===== config.mk =====
export PLATFORM = sky130hd
export DESIGN_NAME = jtframe_credits_ctrl
export DESIGN_NICKNAME = d
export VERILOG_FILES = /design/src/rtl/jtframe_credits_pkg.sv /design/src/rtl/jtframe_credits_btn.sv /design/src/rtl/jtframe_credits_ctrl.sv
export SDC_FILE = /design/constraint.sdc
export NUM_CORES = 1
export LEC_CHECK = 0
export ABC_AREA = 1
export BUFFER_PORTS_ARGS = -buffer_cell sky130_fd_sc_hd__clkbuf_2
export CORE_MARGIN = 10
export CORE_UTILIZATION = 52
export DETAILED_ROUTE_END_ITERATION = 7
export PLACE_DENSITY = 0.73
export SETUP_SLACK_MARGIN = 0.2
export SLEW_MARGIN = 20
export SYNTH_ARGS = -nofsm -noshare
export SYNTH_HDL_FRONTEND = slang
export SYNTH_SLANG_ARGS = --single-unit

===== constraint.sdc =====
create_clock -name clk -period 2.1 [get_ports clk]
set_input_delay 0.21 -clock clk [delete_from_list [all_inputs] [get_ports clk]]
set_output_delay 0.21 -clock clk [all_outputs]
set_load 0.01 [all_outputs]

===== src/rtl/jtframe_credits_pkg.sv =====
// jtframe_credits_pkg: state encoding and default frame counts for the credits sequencer
package jtframe_credits_pkg;
  typedef enum logic [2:0] {
    ST_OFF    = 3'd0,
    ST_BOOT   = 3'd1,
    ST_SHOW   = 3'd2,
    ST_HIDDEN = 3'd3,
    ST_UNHIDE = 3'd4
  } state_t;
  localparam int DEF_HOLD_FRAMES    = 30;
  localparam int DEF_TIMEOUT_FRAMES = 1800;
endpackage


===== src/rtl/jtframe_credits_btn.sv =====
// jtframe_credits_btn: button synchroniser, frame-rate debounce, press edge and hold counter
module jtframe_credits_btn
  import jtframe_credits_pkg::*;
#(
  parameter int HOLD_FRAMES = DEF_HOLD_FRAMES
) (
  input  logic clk,
  input  logic rst_n,
  input  logic tick,
  input  logic btn,
  output logic press,
  output logic held
);
  localparam int HW = $clog2(HOLD_FRAMES + 1);
  localparam logic [HW-1:0] HMAX = HW'(HOLD_FRAMES);
  logic [1:0]    r_sync;
  logic          r_smp;
  logic [HW-1:0] r_hold;
  always_ff @(posedge clk) begin
    if (!rst_n) begin
      r_sync <= '0;
      r_smp  <= 1'b0;
      r_hold <= '0;
    end else begin
      r_sync <= {r_sync[0], btn};
      if (tick) begin
        r_smp  <= r_sync[1];
        r_hold <= !r_sync[1] ? '0 : r_hold == HMAX ? r_hold : r_hold + 1'b1;
      end
    end
  end
  // press is decided combinationally on the tick so the FSM reacts on that same edge
  assign press = tick & r_sync[1] & ~r_smp;
  assign held  = r_hold == HMAX;
endmodule


===== src/rtl/jtframe_credits_ctrl.sv =====
// jtframe_credits_ctrl: credits overlay sequencer (enable/toggle/fast_scroll)
// Auto-hide timeout is built only when JTFRAME_CREDITS_AUTOHIDE_EN is defined.
module jtframe_credits_ctrl
  import jtframe_credits_pkg::*;
#(
  parameter int BLKPOL         = 1,
  parameter int SHOW_AT_BOOT   = 1,
  parameter int TIMEOUT_FRAMES = DEF_TIMEOUT_FRAMES,
  parameter int HOLD_FRAMES    = DEF_HOLD_FRAMES
) (
  input  logic       clk,
  input  logic       rst_n,
  input  logic       VB,
  input  logic       pause,
  input  logic       btn,
  output logic       enable,
  output logic       toggle,
  output logic       fast_scroll,
  output logic [2:0] st_dbg
);
  localparam int FW = $clog2(TIMEOUT_FRAMES + 1);
  localparam logic [FW-1:0] FMAX = FW'(TIMEOUT_FRAMES);
  state_t        r_st, w_nxt;
  logic          r_vb, r_pause, r_booted, r_en, r_tog, r_fast;
  logic [FW-1:0] r_frames;
  logic          w_vb, w_tick, w_prise, w_press, w_held, w_timeout, w_tog;
  assign w_vb    = BLKPOL != 0 ? VB : ~VB;
  assign w_tick  = w_vb & ~r_vb;
  assign w_prise = pause & ~r_pause;
`ifdef JTFRAME_CREDITS_AUTOHIDE_EN
  localparam logic [FW-1:0] FLAST = FW'(TIMEOUT_FRAMES - 1);
  assign w_timeout = w_tick && r_frames == FLAST;
`else
  assign w_timeout = 1'b0;
`endif
  jtframe_credits_btn #(.HOLD_FRAMES(HOLD_FRAMES)) u_btn (
    .clk   (clk),
    .rst_n (rst_n),
    .tick  (w_tick),
    .btn   (btn),
    .press (w_press),
    .held  (w_held)
  );
  // pause low is treated as a level in SHOW/HIDDEN; UNHIDE waits a cycle after a toggle pulse
  always_comb begin
    w_nxt = r_st;
    w_tog = 1'b0;
    case (r_st)
      ST_OFF:    w_nxt = (!r_booted && SHOW_AT_BOOT != 0) ? ST_BOOT : w_prise ? ST_SHOW : ST_OFF;
      ST_BOOT:   w_nxt = (w_timeout || w_press) ? ST_OFF : ST_BOOT;
      ST_SHOW: begin
        w_nxt = !pause ? ST_OFF : (w_timeout || w_press) ? ST_HIDDEN : ST_SHOW;
        w_tog = pause && (w_timeout || w_press);
      end
      ST_HIDDEN: begin
        w_nxt = !pause ? (r_tog ? ST_HIDDEN : ST_UNHIDE) : w_press ? ST_SHOW : ST_HIDDEN;
        w_tog = !pause ? !r_tog : w_press;
      end
      ST_UNHIDE: w_nxt = ST_OFF;
      default:   w_nxt = ST_OFF;
    endcase
  end
  always_ff @(posedge clk) begin
    if (!rst_n) begin
      r_st     <= ST_OFF;
      r_vb     <= 1'b0;
      r_pause  <= 1'b0;
      r_booted <= 1'b0;
      r_en     <= 1'b0;
      r_tog    <= 1'b0;
      r_fast   <= 1'b0;
      r_frames <= '0;
    end else begin
      r_st     <= w_nxt;
      r_vb     <= w_vb;
      r_pause  <= pause;
      r_booted <= 1'b1;
      r_en     <= w_nxt != ST_OFF;
      r_tog    <= w_tog;
      r_fast   <= r_st == ST_SHOW && w_nxt == ST_SHOW && w_held;
      r_frames <= w_nxt != r_st ? '0 : (w_tick && r_frames != FMAX) ? r_frames + 1'b1 : r_frames;
    end
  end
  assign enable      = r_en;
  assign toggle      = r_tog;
  assign fast_scroll = r_fast;
  assign st_dbg      = r_st;
endmodule


==> results of run 1 <==
report_power, final:
part	leakage (nW)	internal, mW	switching [mW]
logic	0.297	0.0201	0.0378
clock network	0.0150	0.0739	0.0931
registers	0.139	0.334	0.00825
layout make-up:
class                           count  area, um2
Clock buffer                        4       26.3
Fill cell                         144        497
Inverter                           19       71.3
Multi-Input combinational cell     70        363
Sequential cell                    17        340
Tap cell                           15       18.8
Timing Repair Buffer               10       50.0
worst register-to-register path: stages, from the launching register on:
cell     delay, ns
dfxtp_1       0.36
inv_1         0.10
ha_1          0.20
nand4_4       0.14
o21ai_4       0.21
inv_2         0.08
a21oi_1       0.18
placed cells by master (no fill, tap or decap):
master | netlist | layout
nand2_1 | 24 | 24
inv_1 | 18 | 18
dfxtp_1 | 17 | 17
nor2_1 | 15 | 15
clkbuf_2 | 0 | 10
a21oi_1 | 8 | 8
nand3_1 | 7 | 7
nand4_1 | 5 | 5
clkbuf_4 | 0 | 3
o21ai_0 | 2 | 2
ha_1 | 2 | 2
nand4_4 | 1 | 1
o21ai_4 | 1 | 1
xor2_1 | 1 | 1
inv_2 | 1 | 1
o21ai_1 | 1 | 1
nand3b_1 | 1 | 1
o21bai_2 | 1 | 1
nor3_1 | 1 | 1
clkbuf_1 | 0 | 1
worst min-delay path by stage:
stage	from	end	slack (ns)
detailed placement	btn	u_btn.r_sync[0]	0.40
global route	btn	u_btn.r_sync[0]	0.08
global placement	btn	u_btn.r_sync[0]	0.39
CTS	btn	u_btn.r_sync[0]	0.09
finish	btn	u_btn.r_sync[0]	0.10
floorplan	rst_n	r_booted	0.24
layer usage:
metal | share of wire | GRT usage
met2 | 0.44 | 0.141
met1 | 0.48 | 0.110
met5 | 0 | 0
met3 | 0.067 | 0.0515
met4 | 0.016 | 0.0393
logic make-up after synthesis:
family,after synthesis
compound gates,13
simple gates,54
buf+inv,21
flops,17
fa+ha+maj,2
xor+xnor,1
==> results.sh, run 1 <==
export IMPL_ys_flop_type="dfxtp_1"
export IMPL_synth_area_leaders="dfxtp_1 43%, nand2_1 11%, inv_1 8.6%"
export IMPL_status="finished, final reports clean"
export IMPL_ys_warn_count=0
export IMPL_fin_crit_ns=1.35
export IMPL_core_um2=1370
export IMPL_die_height_um=58.9
export IMPL_synth_edf_count=0
export IMPL_area_growth_syn_to_layout_pct=10.5
export IMPL_crit_slowest_cell="dfxtp_1"
export IMPL_crit_cells=6
export IMPL_path_class="reg2reg"
export IMPL_hold_depth=3
export IMPL_async_reset_ff_frac=0
export IMPL_insertion_delay_ns=0.29
export IMPL_path_clk_slew_ns=0.09
export IMPL_drive_above_1_share=0.142
export IMPL_cp_arrival_ns=1.56
export IMPL_max_freq_ghz=0.743
export IMPL_setup_viol=0
export IMPL_synth_xor_area_frac=0.0111
export IMPL_wl_per_cell_um=11.0
export IMPL_antenna_found_initial=0
export IMPL_power_density_nw_per_um2=653
export IMPL_drtAntennaViolNets=0
export IMPL_cts_tree="yes"
export IMPL_critPathLaunch="u_btn.r_hold[0]"
export IMPL_io_buffers=10
export IMPL_die_width_um=58.9
export IMPL_cp_slowest_stage_delay_ns=0.36
export IMPL_postCtsHoldBufs=0
export IMPL_synth_mux_area_frac=0
export IMPL_fin_area_um2=870
export IMPL_grt_overflow=0
export IMPL_hold_viol=0
export IMPL_fin_nets=128
export IMPL_cts_sinks=17
export IMPL_grt_use_total=0.0949
export IMPL_path_cells="inv_1, ha_1, nand4_4, o21ai_4, inv_2, a21oi_1"
export IMPL_ys_ff_latch=17
export IMPL_ys_seq_area_frac=0.432
export IMPL_grt_max_degree=12
export IMPL_hold_worst_slack_ns=0.101
export IMPL_endpoint_kind="register"
export IMPL_synth_net_count=115
export IMPL_hold_path_class="in2reg"
export IMPL_worstPathRequired_ns=2.32
export IMPL_leakage_nw=0.451
export IMPL_die_area_um2=3470
export IMPL_synth_common_cells="24 x nand2_1, 18 x inv_1, 17 x dfxtp_1, 15 x nor2_1, 8 x a21oi_1"
export IMPL_postSynthCellCount=108
export IMPL_yosysTopAreaCell="dfxtp_1"
export IMPL_slew_viol_final=0
export IMPL_n_antenna_cell=0
export IMPL_finalClockSkew_ns=0.00331
export IMPL_syn_area_per_cell_um2=7.29
export IMPL_synth_most_common_cell="nand2_1"
export IMPL_period_share=0.641
export IMPL_post_route_util=0.636
export IMPL_rr_worst_depth=6
export IMPL_setup_slack_ns=0.754
export IMPL_row_count=13
export IMPL_place_area_um2=843
export IMPL_synth_top_family_by_area="simple AND/OR/NAND/NOR gates"
export IMPL_grt_pass1_wl_mm=2.59
export IMPL_firstDrtPassIters=6
export IMPL_ys_types=19
export IMPL_dpl_cell_count=131
export IMPL_pin_count=11
export IMPL_ir_worst_vdd_mv=0.447
export IMPL_synth_adder_area_share=0.0318
export IMPL_critPathBufInv=2
export IMPL_r2r_start="u_btn.r_hold[0]"
export IMPL_cts_max_level=1
export IMPL_wl_mm=1.48
export IMPL_tightest_slew_ns=0.296
export IMPL_synth_compound_area_frac=0.105
export IMPL_largest_reg_flops=5
export IMPL_cp_max_fo=5
export IMPL_critical_path_top_delay_family="compound AO/OA/AOI/OAI gates"
export IMPL_post_cts_buffers=0
export IMPL_vias=695
export IMPL_start_util=0.576
export IMPL_regMostFlops="u_btn.r_hold"
export IMPL_vias_per_cell=5.15
export IMPL_crit_end="u_btn.r_hold[0]"
export IMPL_finalNonFillerCells=135
export IMPL_yosys_area_share_simple=0.313
export IMPL_cap_violations=0
export IMPL_drt_iter0_markers=18
export IMPL_finalWeightedCongestion=0.865
export IMPL_start_kind="register"
export IMPL_ctsRootBufferMaster="clkbuf_4"
export IMPL_drc=0
export IMPL_r2r_end="u_btn.r_hold[0]"
export IMPL_cts_resized=0
export IMPL_netlist_area_leader_share=0.432
export IMPL_synth_area_um2=787
export IMPL_total_power_uw=568
export IMPL_finalSetupTns_ns=0
export IMPL_cts_buffers=3
export IMPL_hpwl_mm=1.18
export IMPL_grt_pass1_vias=629
export IMPL_rrSetupSlack_ns=0.75
export IMPL_slew_headroom=0.802
export IMPL_pre_cts_ws_ns=0.784
export IMPL_cts_buffer_depth=2
export IMPL_rsz0062_at_grt="false"
Note: power is estimated with default switching activity, not from simulation.
==> run 2, diff against run 1 <==
--- a/config.mk
+++ b/config.mk
@@ -7,10 +7,11 @@
 export LEC_CHECK = 0
 export ABC_AREA = 1
 export BUFFER_PORTS_ARGS = -buffer_cell sky130_fd_sc_hd__clkbuf_2
+export CORE_ASPECT_RATIO = 1.2
 export CORE_MARGIN = 10
-export CORE_UTILIZATION = 52
+export CORE_UTILIZATION = 48
 export DETAILED_ROUTE_END_ITERATION = 7
-export PLACE_DENSITY = 0.73
+export PLACE_DENSITY = 0.71
 export SETUP_SLACK_MARGIN = 0.2
 export SLEW_MARGIN = 20
 export SYNTH_ARGS = -nofsm -noshare
==> constraint.sdc (replaced) <==
create_clock -name clk -period 1.2 [get_ports clk]
set_input_delay 0.12 -clock clk [delete_from_list [all_inputs] [get_ports clk]]
set_output_delay 0.12 -clock clk [all_outputs]
set_load 0.01 [all_outputs]
==> run 2 against run 1 <==
Compared with the run above:
- wire length is 13% higher
- die area is 5.7% higher
- count of clock-buffer cells in the layout stayed put
- non-clock buffer count is 12 higher
- highest routed layer unchanged
==> results.sh, run 2 (synthesis gave the netlist of run 1 again) <==
export IMPL_pin_count=11
export IMPL_path_class="reg2reg"
export IMPL_vias=737
export IMPL_crit_slowest_cell="dfxtp_2"
export IMPL_r2r_end="enable"
export IMPL_vias_per_cell=4.95
export IMPL_layout_common_cells="20 x nand2_1, 15 x inv_1, 12 x nor2_1"
export IMPL_drtAntennaViolNets=0
export IMPL_cts_tree="yes"
export IMPL_die_area_um2=3670
export IMPL_finalWeightedCongestion=0.887
export IMPL_use_met1=0.105
export IMPL_hpwl_mm=1.20
export IMPL_cp_max_fo=4
export IMPL_met2_usage=0.159
export IMPL_critical_path_top_delay_family="simple AND/OR/NAND/NOR gates"
export IMPL_drive_above_1_share=0.394
export IMPL_cts_buffer_depth=2
export IMPL_firstDrtPassIters=4
export IMPL_period_share=0.968
export IMPL_antenna_found_initial=0
export IMPL_area_growth_syn_to_layout_pct=34.8
export IMPL_drt_iter0_markers=13
export IMPL_max_freq_ghz=0.861
export IMPL_worstPathRequired_ns=1.39
export IMPL_core_um2=1500
export IMPL_grt_max_degree=12
export IMPL_insertion_delay_ns=0.29
export IMPL_cp_arrival_ns=1.35
export IMPL_path_clk_slew_ns=0.09
export IMPL_min_from="btn"
export IMPL_wl_per_cell_um=11.2
export IMPL_cts_sinks=17
export IMPL_fin_nets=140
export IMPL_finalSetupTns_ns=0
export IMPL_n_antenna_cell=0
export IMPL_layout_commonest_cell="nand2_1"
export IMPL_grt_met3_usage=0.0257
export IMPL_power_density_nw_per_um2=970
export IMPL_finalClockSkew_ns=0.00336
export IMPL_grt_pass1_vias=725
export IMPL_slew_viol_final=0
export IMPL_grt_overflow=0
export IMPL_top_usage_layer="met2"
export IMPL_critPathBufInv=1
export IMPL_largest_reg_flops=5
export IMPL_tightest_slew_ns=0.226
export IMPL_dpl_cell_count=138
export IMPL_die_width_um=57.0
export IMPL_rr_worst_depth=7
export IMPL_io_buffers=10
export IMPL_holdPathEnd="u_btn.r_sync[0]"
export IMPL_ir_worst_vdd_mv=0.899
export IMPL_leakage_nw=0.521
export IMPL_endpoint_kind="register"
export IMPL_cts_buffers=3
export IMPL_status="finished, final reports clean"
export IMPL_r2r_start="st_dbg[0]"
export IMPL_post_route_util=0.707
export IMPL_wl_mm=1.67
export IMPL_path_cells="inv_1, nand3_2, nor2_1, nor2_1, nand2_1, o21ai_0, nand2_1"
export IMPL_fin_crit_ns=1.16
export IMPL_hold_path_class="in2reg"
export IMPL_cap_violations=0
export IMPL_slew_headroom=0.848
export IMPL_cp_slowest_stage_delay_ns=0.38
export IMPL_die_height_um=64.4
export IMPL_start_kind="register"
export IMPL_setup_viol=0
export IMPL_regMostFlops="u_btn.r_hold"
export IMPL_hold_depth=3
export IMPL_grt_pass1_wl_mm=2.95
export IMPL_rrSetupSlack_ns=0.04
export IMPL_row_count=15
export IMPL_drc=0
export IMPL_hold_worst_slack_ns=0.0127
export IMPL_ctsRootBufferMaster="clkbuf_4"
export IMPL_grt_use_total=0.0966
export IMPL_start_util=0.524
export IMPL_cts_max_level=1
export IMPL_finalNonFillerCells=149
export IMPL_rsz0062_at_grt="true"
export IMPL_hold_viol=0
==> run 2: cell types whose count changed in the layout (fill, tap and decap cells not counted), moves of 3 or more <==
| cell | change |
|---|---|
| dfxtp_2 | +5 |
| buf_4 | +11 |
| nor2_1 | -3 |
| nand3_2 | +4 |
| nand2_1 | -4 |
| dfxtp_1 | -7 |
| nand2_2 | +4 |
| nand3_1 | -4 |
| inv_1 | -3 |
==> run 2: through the flow <==
stage / setup slack (ns) / total power, mW / instance area [um2]
floorplan: 0.114 / 0.682 / 811
global placement: 0.0674 / 0.718 / 907
detailed placement: 0.0365 / 0.720 / 907
CTS: 0.0677 / 1.02 / 996
global route: -0.0541 / 1.07 / 1060
finish: 0.0382 / 1.03 / 1060
==> run 2: how the worst max path moves through the flow <==
stage,start,endpoint,cells past startpoint
2_1_floorplan,u_btn.r_hold[0],u_btn.r_hold[3],7
3_3_place_gp,u_btn.r_hold[0],u_btn.r_hold[4],7
3_5_place_dp,u_btn.r_hold[0],u_btn.r_hold[3],7
4_1_cts,u_btn.r_hold[0],u_btn.r_hold[3],7
5_1_grt,u_btn.r_hold[0],u_btn.r_hold[4],8
6_report,st_dbg[0],enable,7
==> run 2: layer usage <==
layer / up-vias / part of all wire
li1: 390 / -
met1: 332 / 0.44
met2: 11 / 0.51
met3: 4 / 0.019
met4: 0 / 0.027
met5: - / 0
==> run 2: where the power goes <==
| group | total [mW] | internal (mW) | switching [mW] |
|---|---|---|---|
| clock | 0.299 | 0.129 | 0.170 |
| sequential | 0.600 | 0.583 | 0.0165 |
| combinational | 0.131 | 0.0534 | 0.0773 |
==> run 2: layout make-up <==
type	count	area, um2
repair buffers	22	153
inverters	19	76.3
well taps	17	21.3
multi-input cells	70	430
flip-flops and latches	17	354
fillers	126	440
clock buffers	4	26.3
==> run 2: what timing repair did <==
| item | CTS | global route |
|---|---|---|
| gates resized for setup | 11 | 10 |
| hold buffers | 0 | 0 |
| pin swaps | 3 | 3 |
| setup buffers | 4 | 3 |
| setup endpoints to repair | 8 | 10 |
==> run 2: worst register-to-register path, delay by kind of cell, from the launching register on <==
| family | cells | cell delay, ns |
|---|---|---|
| AO/OA/AOI/OAI | 1 | 0.16 |
| buffers and inverters | 1 | 0.07 |
| flip-flops | 1 | 0.38 |
| AND/OR/NAND/NOR | 5 | 0.47 |
